--- config.mk ---
export PLATFORM = sky130hd
export DESIGN_NAME = uart_tx_arbiter
export DESIGN_NICKNAME = d
export VERILOG_FILES = /design/src/rtl/uart_tx_arbiter.sv
export SDC_FILE = /design/constraint.sdc
export NUM_CORES = 1
export LEC_CHECK = 0
export CORE_MARGIN = 2
export CORE_UTILIZATION = 42
export CTS_CLUSTER_SIZE = 28
export DETAILED_ROUTE_END_ITERATION = 8
export PLACE_DENSITY = 0.8
export SLEW_MARGIN = 20
export SYNTH_ARGS = -nofsm -noshare
export SYNTH_HDL_FRONTEND = slang
export SYNTH_SLANG_ARGS = --single-unit
--- constraint.sdc ---
create_clock -name clock -period 2.14 [get_ports clock]
set_input_delay 0.214 -clock clock [delete_from_list [all_inputs] [get_ports clock]]
set_output_delay 0.214 -clock clock [all_outputs]
set_load 0.02 [all_outputs]
--- src/rtl/uart_tx_arbiter.sv ---
// Round-robin, packet-locked arbiter that shares one UART transmitter
// among num_req_p valid/ready byte streams. A granted requester keeps the
// transmitter until it sends a byte flagged last or until max_burst_p bytes
// have gone out, after which the search restarts at the next requester.
module uart_tx_arbiter #(
    parameter int num_req_p    = 3,
    parameter int data_width_p = 8,
    parameter int max_burst_p  = 64
) (
    input  logic                                clock,
    input  logic                                reset,
    input  logic [num_req_p-1:0]                req_v_i,
    input  logic [num_req_p*data_width_p-1:0]   req_data_i,
    input  logic [num_req_p-1:0]                req_last_i,
    output logic [num_req_p-1:0]                req_ready_and_o,
    output logic                                tx_v_o,
    output logic [data_width_p-1:0]             tx_o,
    input  logic                                tx_ready_and_i,
    output logic [num_req_p-1:0]                grant_o,
    output logic                                busy_o,
    output logic                                forced_release_o
);

    localparam int ptr_w_lp = (num_req_p > 1) ? $clog2(num_req_p) : 1;
    localparam int cnt_w_lp = $clog2(max_burst_p + 1);
    localparam logic [ptr_w_lp-1:0]  last_idx_lp = ptr_w_lp'(num_req_p - 1);
    localparam logic [cnt_w_lp-1:0]  limit_lp    = cnt_w_lp'(max_burst_p);
    localparam logic [num_req_p-1:0] one_lp      = num_req_p'(1);

    typedef enum logic [0:0] {
        ST_IDLE = 1'b0,
        ST_LOCK = 1'b1
    } state_t;

    state_t                 r_state;
    logic [ptr_w_lp-1:0]    r_ptr;
    logic [ptr_w_lp-1:0]    r_g;
    logic [num_req_p-1:0]   r_grant;
    logic [cnt_w_lp-1:0]    r_cnt;

    logic                       w_found;
    logic [ptr_w_lp-1:0]        w_sel;
    logic [ptr_w_lp-1:0]        w_idx;
    logic                       w_run;
    logic                       w_v;
    logic                       w_last;
    logic [data_width_p-1:0]    w_data;
    logic                       w_xfer;
    logic                       w_limit;

    // Requester index after idx, wrapping explicitly so non-power-of-two
    // requester counts never land on an unused index.
    function automatic logic [ptr_w_lp-1:0] next_idx(input logic [ptr_w_lp-1:0] idx);
        logic [ptr_w_lp-1:0] nxt;
        nxt = (idx == last_idx_lp) ? {ptr_w_lp{1'b0}} : (idx + ptr_w_lp'(1));
        return nxt;
    endfunction

    // Round-robin search: first valid requester at or after r_ptr.
    always_comb begin
        w_found = 1'b0;
        w_sel   = r_ptr;
        w_idx   = r_ptr;
        for (int i = 0; i < num_req_p; i++) begin
            w_sel   = (!w_found && req_v_i[w_idx]) ? w_idx : w_sel;
            w_found = w_found | req_v_i[w_idx];
            w_idx   = next_idx(w_idx);
        end
    end

    // Combinational pass-through of the granted stream; everything is held
    // at zero while reset is asserted so an aborted lock never leaks a byte.
    always_comb begin
        w_run   = ~reset & (r_state == ST_LOCK);
        w_v     = req_v_i[r_g];
        w_last  = req_last_i[r_g];
        w_data  = req_data_i[int'(r_g) * data_width_p +: data_width_p];
        tx_v_o  = w_run & w_v;
        tx_o    = w_run ? w_data : {data_width_p{1'b0}};
        req_ready_and_o  = (w_run & tx_ready_and_i) ? r_grant : {num_req_p{1'b0}};
        w_xfer           = w_run & w_v & tx_ready_and_i;
        w_limit          = ((r_cnt + cnt_w_lp'(1)) == limit_lp);
        forced_release_o = w_xfer & ~w_last & w_limit;
        grant_o          = reset ? {num_req_p{1'b0}} : r_grant;
        busy_o           = w_run;
    end

    // Arbitration FSM: one IDLE cycle to pick a requester, then LOCK until
    // a last byte or the burst limit releases it.
    always_ff @(posedge clock) begin
        if (reset) begin
            r_state <= ST_IDLE;
            r_ptr   <= {ptr_w_lp{1'b0}};
            r_g     <= {ptr_w_lp{1'b0}};
            r_grant <= {num_req_p{1'b0}};
            r_cnt   <= {cnt_w_lp{1'b0}};
        end else begin
            case (r_state)
                ST_IDLE: begin
                    if (w_found) begin
                        r_state <= ST_LOCK;
                        r_g     <= w_sel;
                        r_grant <= one_lp << w_sel;
                        r_cnt   <= {cnt_w_lp{1'b0}};
                    end
                end
                ST_LOCK: begin
                    if (w_xfer) begin
                        if (w_last || w_limit) begin
                            r_state <= ST_IDLE;
                            r_grant <= {num_req_p{1'b0}};
                            r_ptr   <= next_idx(r_g);
                            r_cnt   <= {cnt_w_lp{1'b0}};
                        end else begin
                            r_cnt   <= r_cnt + cnt_w_lp'(1);
                        end
                    end
                end
                default: begin
                    r_state <= ST_IDLE;
                    r_grant <= {num_req_p{1'b0}};
                end
            endcase
        end
    end

endmodule

# ---- Yosys cells after proc, flatten, opt, wreduce, memory -nomap -nowiden
# Index checks and enable logic that the tools add are counted.
dict set report op_classes {
  muxes 30
  eq_ne 7
  order_cmp 4
  add_sub_neg 4
  n_reduce_logical 9
  bitwise_logic 11
  shift 2
}
# op n
set ops {}
lappend ops {{$shiftx 24x6->8} 1}
lappend ops {{$mux 7} 3}
lappend ops {{$mux 3} 5}
lappend ops {{$pmux 7 s2} 1}
lappend ops {{$lt 2x3->1 const B} 4}
lappend ops {{$bmux 1 s2} 5}
lappend ops {{$mux 2} 5}
lappend ops {{$mux 1} 8}
lappend ops {{$mux 8} 1}
lappend ops {{$add 7x1->7 const B} 1}
lappend ops {{$eq 7x7->1 const B} 1}
lappend ops {{$add 2x1->2 const B} 3}
lappend ops {{$and 1x1->1} 6}
lappend ops {{$eq 2x2->1 const B} 3}
lappend ops {{$pmux 3 s2} 1}
lappend ops {{$reduce_and 3->1} 2}
lappend ops {{$ne 2x1->1 const B} 2}
lappend ops {{$reduce_and 2->1} 2}
lappend ops {{$not 1->1} 3}
lappend ops {{$shl 1x2->3 const A} 1}
lappend ops {{$logic_and 1x1->1} 2}
lappend ops {{$logic_not 1->1} 2}
lappend ops {{$ne 2x2->1 const B} 1}
lappend ops {{$or 1x1->1} 2}
lappend ops {{other kinds (2)} 2}
dict set report word_totals {
  ff_bits 15
  out_inout_bits 17
}

# ---- Logic depth before layout (Yosys ltp)
# Gate-level depths: netlist of run 1.
dict set report depth {
  ltp_word 11
  depth_mapped 7
  mapped_depth_nobuf 6
}

# ---- Worst setup path after synthesis of run 1
# OpenSTA, ideal clock, no wires.
dict set report synth_timing {
  kind {reg2reg}
  startpoint {register r_cnt[3]}
  endpoint {register r_ptr[0]}
  path_buffers 0
  path_stages_with_launch 6
  synth_period_minus_slack_ns 1.851
  slack_ns 0.289
  required_ns 2.019
  arrival_time_ns 1.729
  path_cell_list {dfxtp_1 -> or3b_1 -> mux2i_1 -> nand4_2 -> a211o_2 -> mux2_4}
}
dict set report synth_between {
  elab_chain_len 4
}
# element line
set synth_lines {}
lappend synth_lines {{start, declared} 39} ;# logic [cnt_w_lp-1:0] r_cnt;
lappend synth_lines {{start signal, assigned} 96} ;# r_cnt <= {cnt_w_lp{1'b0}};
lappend synth_lines {{start signal, assigned} 104} ;# r_cnt <= {cnt_w_lp{1'b0}};
lappend synth_lines {{start signal, assigned} 113} ;# r_cnt <= {cnt_w_lp{1'b0}};
lappend synth_lines {{$add 7x1->7} 82} ;# w_limit = ((r_cnt + cnt_w_lp'(1)) == limit_lp);
lappend synth_lines {{$eq 7x7->1} 82}
lappend synth_lines {{$logic_or 1x1->1} 109} ;# if (w_last || w_limit) begin
lappend synth_lines {{$reduce_and 3->1 (no source line)} n/a}
lappend synth_lines {{end signal, assigned} 93} ;# r_ptr <= {ptr_w_lp{1'b0}};
lappend synth_lines {{end signal, assigned} 112} ;# r_ptr <= next_idx(r_g);
lappend synth_lines {{end, declared} 36} ;# logic [ptr_w_lp-1:0] r_ptr;
# No other way between the ends.
# A chain may end at the register's enable or synchronous reset.

# ---- Worst setup path in the final report of run 1
dict set report layout_timing {
  startpoint {register r_state}
  endpoint {output req_ready_and_o[2]}
}
dict set report layout_between {
  elab_chain_len 3
}
# element line
set layout_lines {}
lappend layout_lines {{start, declared} 35} ;# state_t r_state;
lappend layout_lines {{start signal, assigned} 92} ;# r_state <= ST_IDLE;
lappend layout_lines {{start signal, assigned} 101} ;# r_state <= ST_LOCK;
lappend layout_lines {{start signal, assigned} 110} ;# r_state <= ST_IDLE;
lappend layout_lines {{$and 1x1->1} 74} ;# w_run = ~reset & (r_state == ST_LOCK);
lappend layout_lines {{$and 1x1->1} 80} ;# req_ready_and_o = (w_run & tx_ready_and_i) ? r_grant : {num_req_p{1'b0}};
lappend layout_lines {{$mux 3} 80}
lappend layout_lines {{end, declared} 15} ;# output logic [num_req_p-1:0] req_ready_and_o,
# No other way between the ends.

==> metrics.yaml, run 1 <==
logic_synthesis:
  netlist_area_um2: 1160
  ys_seq_area_frac: 0.258
  async_flop_share: 0
  yosysWarningCount: 0
  synth_flop_cell: "dfxtp_1"
  synth.avg_cell_area_um2: 7.04
  synth_seq_cells: 15
  synth_edf_count: 0
  syn-num-nets: 199
  synth_cell_types: 37
  netlist_instances: 165
clock_network:
  path_clk_slew_ps: 90
  cts_setup_buffers: 0
  cts_tree: "done"
  clock-sinks: 15
  numCtsBuffers: 3
  cts-htree-levels: 1
  clkLatencyLatePin_ps: 290
  cts-root-buf: "clkbuf_4"
  cts_buffer_depth: 2
routing:
  drc: 0
  routed_wl_mm: 3.50
  dr.pass1.iters: 7
  vias_per_cell: 5.72
  vias: 1459
  wire_per_inst_um: 13.7
  drtIter0Drc: 53
  drt.antenna.violating_nets: 0
floorplan:
  fp.dieH_um: 56.6
  core-area_um2: 2690
  die-area_um2: 3200
  start_util: 0.433
  rows: 19
  die_w_um: 56.6
  io_pins: 50
setup_path:
  slowest_delay_ps: 610
  cp.required_ps: 1930
  worstSetupEndpointType: "output port"
  cp_top_family: "buffers and inverters"
  cpMaxStageDelayCell: "clkdlybuf4s50_1"
  worstPathBufferInverterCount: 3
  cp_cell_sequence: "nand2b_1 -> inv_1 -> buf_4 -> and3_1 -> clkdlybuf4s50_1"
  cp-startpoint: "r_state"
  start_kind: "flip-flop"
  worstPathArrival_ps: 1780
  cp_max_fo: 5
  r2r_start: "r_cnt[6]"
  critPathKind: "flip-flop to output port"
placement:
  port_buffers: 49
  gp_congestion: 0.814
  placed_cell_area_um2: 1770
  place_hpwl_mm: 2.79
pwr:
  clockPowerShare: 0.231
  p_leak_nw: 0.756
  p_switching_w: 0.000219
  combPwrFrac: 0.349
  pwr_density_cell_nw_per_um2: 400
  p_total_w: 0.000714
  peakVddDrop_mv: 0.295
  power.share.sequential: 0.420
  swShare: 0.307
  p_int_w: 0.000495
finish:
  fin_area_um2: 1780
  layout.nets: 259
  diodes: 0
  drive_gt1_frac: 0.103
  num-fill-cells: 226
  syn2layout_area_growth_pct: 53.4
global_routing:
  grt_start_max_net_pins: 21
  busiest_layer: "met2"
  grt_pass1_wl_mm: 5.86
  grt.total_usage: 0.224
  grt_pass1_vias: 1430
  gr-usage-met1: 0.248
  grt_use_met2: 0.417
  overflow: 0
  antenna_found_initial: 0
  met3_usage: 0.0507
timing:
  maxSlewViolCount: 0
  clock_skew_ps: 6.60
  max_freq_ghz: 0.501
  tightest_slew_ps: 584
  slew_headroom: 0.608
  rsz0062_at_grt: "false"
  finalSetupViolCount: 0
  final.min_clock_period_ps: 2000
  hold_viol_final: 0
  min_period_over_period: 0.933
status:
  status: "finished, final reports clean"
min_path:
  min_path_type: "flip-flop to flip-flop"
  hold_start: "r_grant[0]"
job:
  maxCapViolations: 0
[state kept, by name (all words and copies together), names as in the netlist]
register / cells
r_ptr: 2
r_state: 1
r_g: 2
r_grant: 3
r_cnt: 7
[layout by cell type (no fill, tap or decap), types with 4 or more instances in the layout]
cell | Yosys | routed
inv_1 | 7 | 7
a21oi_1 | 14 | 14
nand4_1 | 4 | 4
nor2_1 | 26 | 26
o21ai_0 | 6 | 6
mux2i_1 | 12 | 12
nand2_1 | 12 | 12
o22ai_1 | 4 | 4
buf_4 | 0 | 15
o21ai_1 | 4 | 4
dfxtp_1 | 15 | 15
nor3_1 | 4 | 4
nand2b_1 | 9 | 9
nor2b_1 | 4 | 4
clkdlybuf4s50_1 | 0 | 39
dlygate4sd2_1 | 0 | 8
nand3_1 | 5 | 5
[stage by stage]
| step | std cells | hold WS [ps] | setup TNS [ps] | setup WS [ps] | util |
|---|---|---|---|---|---|
| after global placement | 251 | 481 | 0 | 23.0 | 0.659 |
| after CTS | 255 | 498 | 0 | 17.6 | 0.664 |
| after floorplan | 165 | 461 | 0 | 289 | - |
| after detailed placement | 251 | 484 | -8.21 | -8.21 | 0.659 |
| after global routing | 255 | 531 | 0 | 16.1 | 0.664 |
| final | 255 | 497 | 0 | 143 | 0.664 |
[path summary, 6_finish.rpt]
| path | slack, ps | depth (start not counted) | to |
|---|---|---|---|
| worst max-delay path | 140 | 5 | req_ready_and_o[2] |
| worst min-delay path | 500 | 2 | r_grant[0] |
| worst max register to register | 180 | 5 | r_ptr[0] |
| worst min register to register | 500 | 2 | r_grant[0] |
[worst min-delay path, delay by kind of cell, from the launching register on]
kind	cells	cell delay, ps
DFF	1	320
and+or+nand+nor	1	80
AOI/OAI and AO/OA	1	60
[cell families after synthesis]
kind of cell,count (synthesis),synth area share
AND/OR/NAND/NOR,78,0.341
buffers and inverters,16,0.0527
flip-flops,15,0.258
multiplexers,13,0.116
AO/OA/AOI/OAI,42,0.221
adder cells (fa/ha/maj),1,0.0108
[metal layers]
layer	vias up	wire length (µm)
met4	0	40
met3	6	293
met2	74	1760
li1	712	-
met5	-	0
met1	667	1410
[timing repair]
action	4_1_cts	5_1_grt
resized for setup	9	3
setup endpoints to repair	9	2
hold buffers	0	0
pin swaps	0	0
hold endpoints to repair	0	0
[layout make-up]
cell class | instances | area (µm²) | share of cell area
Multi-Input combinational cell | 134 | 801 | 0.449
Timing Repair Buffer | 64 | 591 | 0.331
Sequential cell | 15 | 300 | 0.168
Tap cell | 31 | 38.8 | 0.0218
Clock buffer | 4 | 26.3 | 0.0147
Inverter | 7 | 26.3 | 0.0147
[cell usage after synthesis (2+ instances only)]
| cell type | number | area, µm² |
|---|---|---|
| nor2_1 | 26 | 97.6 |
| or3b_1 | 2 | 17.5 |
| and3_1 | 3 | 18.8 |
| a21oi_1 | 14 | 70.1 |
| o21ai_1 | 4 | 20.0 |
| inv_1 | 7 | 26.3 |
| nand2_1 | 12 | 45.0 |
| a31oi_1 | 2 | 12.5 |
| o2bb2ai_1 | 2 | 17.5 |
| o21a_1 | 2 | 15.0 |
| o21ai_0 | 6 | 30.0 |
| nor3_1 | 4 | 20.0 |
| nand4_1 | 4 | 25.0 |
| dfxtp_1 | 15 | 300 |
| o22ai_1 | 4 | 25.0 |
| nand3b_1 | 2 | 15.0 |
| mux2i_1 | 12 | 120 |
| nand2b_1 | 9 | 56.3 |
| nand3_1 | 5 | 25.0 |
| and2_1 | 2 | 12.5 |
| nor2b_1 | 4 | 25.0 |
| clkbuf_1 | 8 | 30.0 |
| nor4_1 | 2 | 12.5 |
[power by group through the flow]
stage | registers [W] | logic, W | clock network, W
final | 0.000300 | 0.000249 | 0.000165
after global routing | 0.000302 | 0.000271 | 0.000175
after CTS | 0.000300 | 0.000249 | 0.000167
after detailed placement | 0.000306 | 0.000254 | 0
after global placement | 0.000306 | 0.000249 | 0
after floorplan | 0.000302 | 0.000128 | 0
No activity file was read; power rests on OpenSTA's default activity.
==> run 2, diff against run 1 <==
--- a/config.mk
+++ b/config.mk
@@ -10,7 +10,8 @@
 export CTS_CLUSTER_SIZE = 28
 export DETAILED_ROUTE_END_ITERATION = 8
 export PLACE_DENSITY = 0.8
-export SLEW_MARGIN = 20
+export SETUP_SLACK_MARGIN = 0.05
+export SLEW_MARGIN = 10
 export SYNTH_ARGS = -nofsm -noshare
 export SYNTH_HDL_FRONTEND = slang
 export SYNTH_SLANG_ARGS = --single-unit
==> run 2 against run 1 <==
  * Sequential share of layout area about the same
  * Combinational power about the same
  * Worst setup slack better by 20 ps
  * Clock power about the same
  * Non-clock buffer count unchanged
  * Highest routed layer unchanged
  * Design area up 0.14%
  * Critical path depth up 1
==> metrics.yaml, run 2 (synthesis gave the netlist of run 1 again) <==
floorplan:
  die-area_um2: 3200  # unchanged
  fp.dieH_um: 56.6  # unchanged
  start_util: 0.433  # unchanged
  core-area_um2: 2690  # unchanged
  rows: 19  # unchanged
  die_w_um: 56.6  # unchanged
  io_pins: 50  # unchanged
routing:
  vias: 1463  # +0.27%
  vias_per_cell: 5.74  # +0.27%
  top_layer: "met4"
  routed-wl-met3_um: 310  # +5.8%
  drtIter0Drc: 50  # -5.7%
  drc: 0  # unchanged
  routed_wl_mm: 3.49  # -0.34%
  dr.pass1.iters: 5  # -2
  wire_per_inst_um: 13.7  # -0.34%
  drt.antenna.violating_nets: 0  # unchanged
  dr_wl_met2_mm: 1.74  # -1.2%
  wl_met1_mm: 1.40  # -0.57%
setup_path:
  r2r_cells: 5  # unchanged
  worstSetupEndpointType: "output port"
  critPathKind: "primary input to output port"
  r2r_start: "r_cnt[6]"
  cp-startpoint: "reset"
  r2r_setup_slack_ps: 180  # about the same
  cp.required_ps: 1930  # about the same
  cp_max_fo: 5  # unchanged
  start_kind: "primary input"
  reg2reg_to: "r_ptr[0]"
  worstPathArrival_ps: 1760  # -20 ps
global_routing:
  grt_pass1_vias: 1430  # unchanged
  antenna_found_initial: 0  # unchanged
  grt_pass1_wl_mm: 5.86  # unchanged
  overflow: 0  # unchanged
  grt.total_usage: 0.224  # unchanged
  grt_start_max_net_pins: 21  # unchanged
job:
  maxCapViolations: 0  # unchanged
min_path:
  whs_path_depth: 2  # unchanged
  hold_start: "r_grant[0]"
  min_to: "r_grant[0]"
  min_path_type: "flip-flop to flip-flop"
clock_network:
  cts_buffer_depth: 2  # unchanged
  cts-root-buf: "clkbuf_4"
  clkLatencyLatePin_ps: 290  # about the same
  cts-htree-levels: 1  # unchanged
  cts_hold_buf: 0  # unchanged
  cts_setup_buffers: 0  # unchanged
  path_clk_slew_ps: 90  # about the same
  clock-sinks: 15  # unchanged
  cts_tree: "done"
  numCtsBuffers: 3  # unchanged
finish:
  num-fill-cells: 224  # -0.88%
  drive_gt1_frac: 0.112  # +0.00893
  finish.utilization: 0.665  # +0.000931
  layout.nets: 259  # unchanged
  register_area_um2: 302  # +0.42%
  multi_input_area_um2: 806  # +0.63%
  syn2layout_area_growth_pct: 53.6
  largest_reg_flops: 7  # unchanged
  top_register: "r_cnt"
  fin_cells: 255  # unchanged
  final_cell_mix: "39 x clkdlybuf4s50_1, 26 x nor2_1, 15 x buf_4"
  largestRegisters: "r_cnt: 7 flops, r_grant: 3 flops"
  diodes: 0  # unchanged
  layout_commonest_cell: "clkdlybuf4s50_1"
timing:
  clock_skew_ps: 6.75  # +0.143 ps
  maxSlewViolCount: 0  # unchanged
  tightest_slew_ps: 529  # -54.4 ps
  rsz0062_at_grt: "false"
  min_period_over_period: 0.924  # -0.00951
  finalSetupViolCount: 0  # unchanged
  slew_headroom: 0.644  # +0.0364
  hold_viol_final: 0  # unchanged
  final.min_clock_period_ps: 1980  # -20.3 ps
  max_freq_ghz: 0.506  # +1.0%
pwr:
  p_int_w: 0.000495  # about the same
  p_switching_w: 0.000221  # +0.66%
  power.share.sequential: 0.420  # about the same
  peakVddDrop_mv: 0.297  # +0.73%
  combPwrFrac: 0.349  # about the same
  pwr_density_cell_nw_per_um2: 401  # +0.10%
  clockPowerShare: 0.231  # about the same
  swShare: 0.309  # +0.00127
  p_leak_nw: 0.745  # -1.5%
placement:
  port_buffers: 49  # unchanged
  gp_congestion: 0.814  # unchanged
  place_hpwl_mm: 2.79  # unchanged
  placed_cells: 251  # unchanged
status:
  status: "finished, final reports clean"
[run 2: changes by cell type in the layout (fill, tap and decap cells not counted)]
cell            change
dfxtp_1             -1
dfxtp_2             +1
dlygate4sd2_1       +1
dlymetal6s2s_1      -1
o31ai_1             -1
o31ai_2             +1
[run 2: power by group through the flow]
stage | logic [W] | registers (W) | clock network, W
3_5_place_dp | 0.000254 | 0.000306 | 0
2_1_floorplan | 0.000128 | 0.000302 | 0
3_3_place_gp | 0.000249 | 0.000306 | 0
4_1_cts | 0.000248 | 0.000300 | 0.000167
6_report | 0.000250 | 0.000300 | 0.000165
5_1_grt | 0.000272 | 0.000302 | 0.000175
[run 2: layer usage]
metal,vias to the layer above,track usage
li1,711,-
met1,672,0.248
met2,74,0.417
met3,6,0.0507
met4,0,0.0714
met5,-,0
[run 2: timing repair]
action | in CTS | in global routing
setup endpoints to repair | 10 | 5
cloned | 0 | 0
gates resized for setup | 10 | 4
[run 2: worst max path at each step]
stage / slack (ps) / cells past startpoint / end
2_1_floorplan: 290 / 5 / r_ptr[0]
3_3_place_gp: 20 / 6 / forced_release_o
3_5_place_dp: -8 / 6 / r_cnt[0]
4_1_cts: 40 / 5 / forced_release_o
5_1_grt: 60 / 6 / req_ready_and_o[1]
6_report: 160 / 6 / req_ready_and_o[2]
[run 2: metrics by stage]
step           total power, W  hold WS (ps)  setup slack (ps)  TNS, ps  cell area [µm²]
2_1_floorplan        0.000430           461               289        0             1160
3_3_place_gp         0.000554           481              23.0        0             1770
3_5_place_dp         0.000561           484             -8.21    -8.21             1770
4_1_cts              0.000716           498              40.9        0             1780
5_1_grt              0.000749           531              62.6        0             1790
6_report             0.000716           497               163        0             1790
[run 2: area by class of cell]
cell class | count | share of cell area
repair buffers | 64 | 0.329
clock buffers | 4 | 0.0147
well taps | 31 | 0.0217
multi-input cells | 134 | 0.451
inverters | 7 | 0.0147
flip-flops and latches | 15 | 0.169
[run 2: worst max-delay path, stage by stage]
cell and delay [ps]:
clkdlybuf4s50_1 410, nand2b_1 170, inv_1 70, buf_4 120
and3_1 160, clkdlybuf4s50_1 610
==> run 3, diff against run 2 <==
--- a/config.mk
+++ b/config.mk
@@ -5,6 +5,7 @@
 export SDC_FILE = /design/constraint.sdc
 export NUM_CORES = 1
 export LEC_CHECK = 0
+export ABC_CLOCK_PERIOD_IN_PS = 2140
 export CORE_MARGIN = 2
 export CORE_UTILIZATION = 42
 export CTS_CLUSTER_SIZE = 28
==> results of run 3 <==
No change in the layout: final DEF, timing and power equal those of run 2.
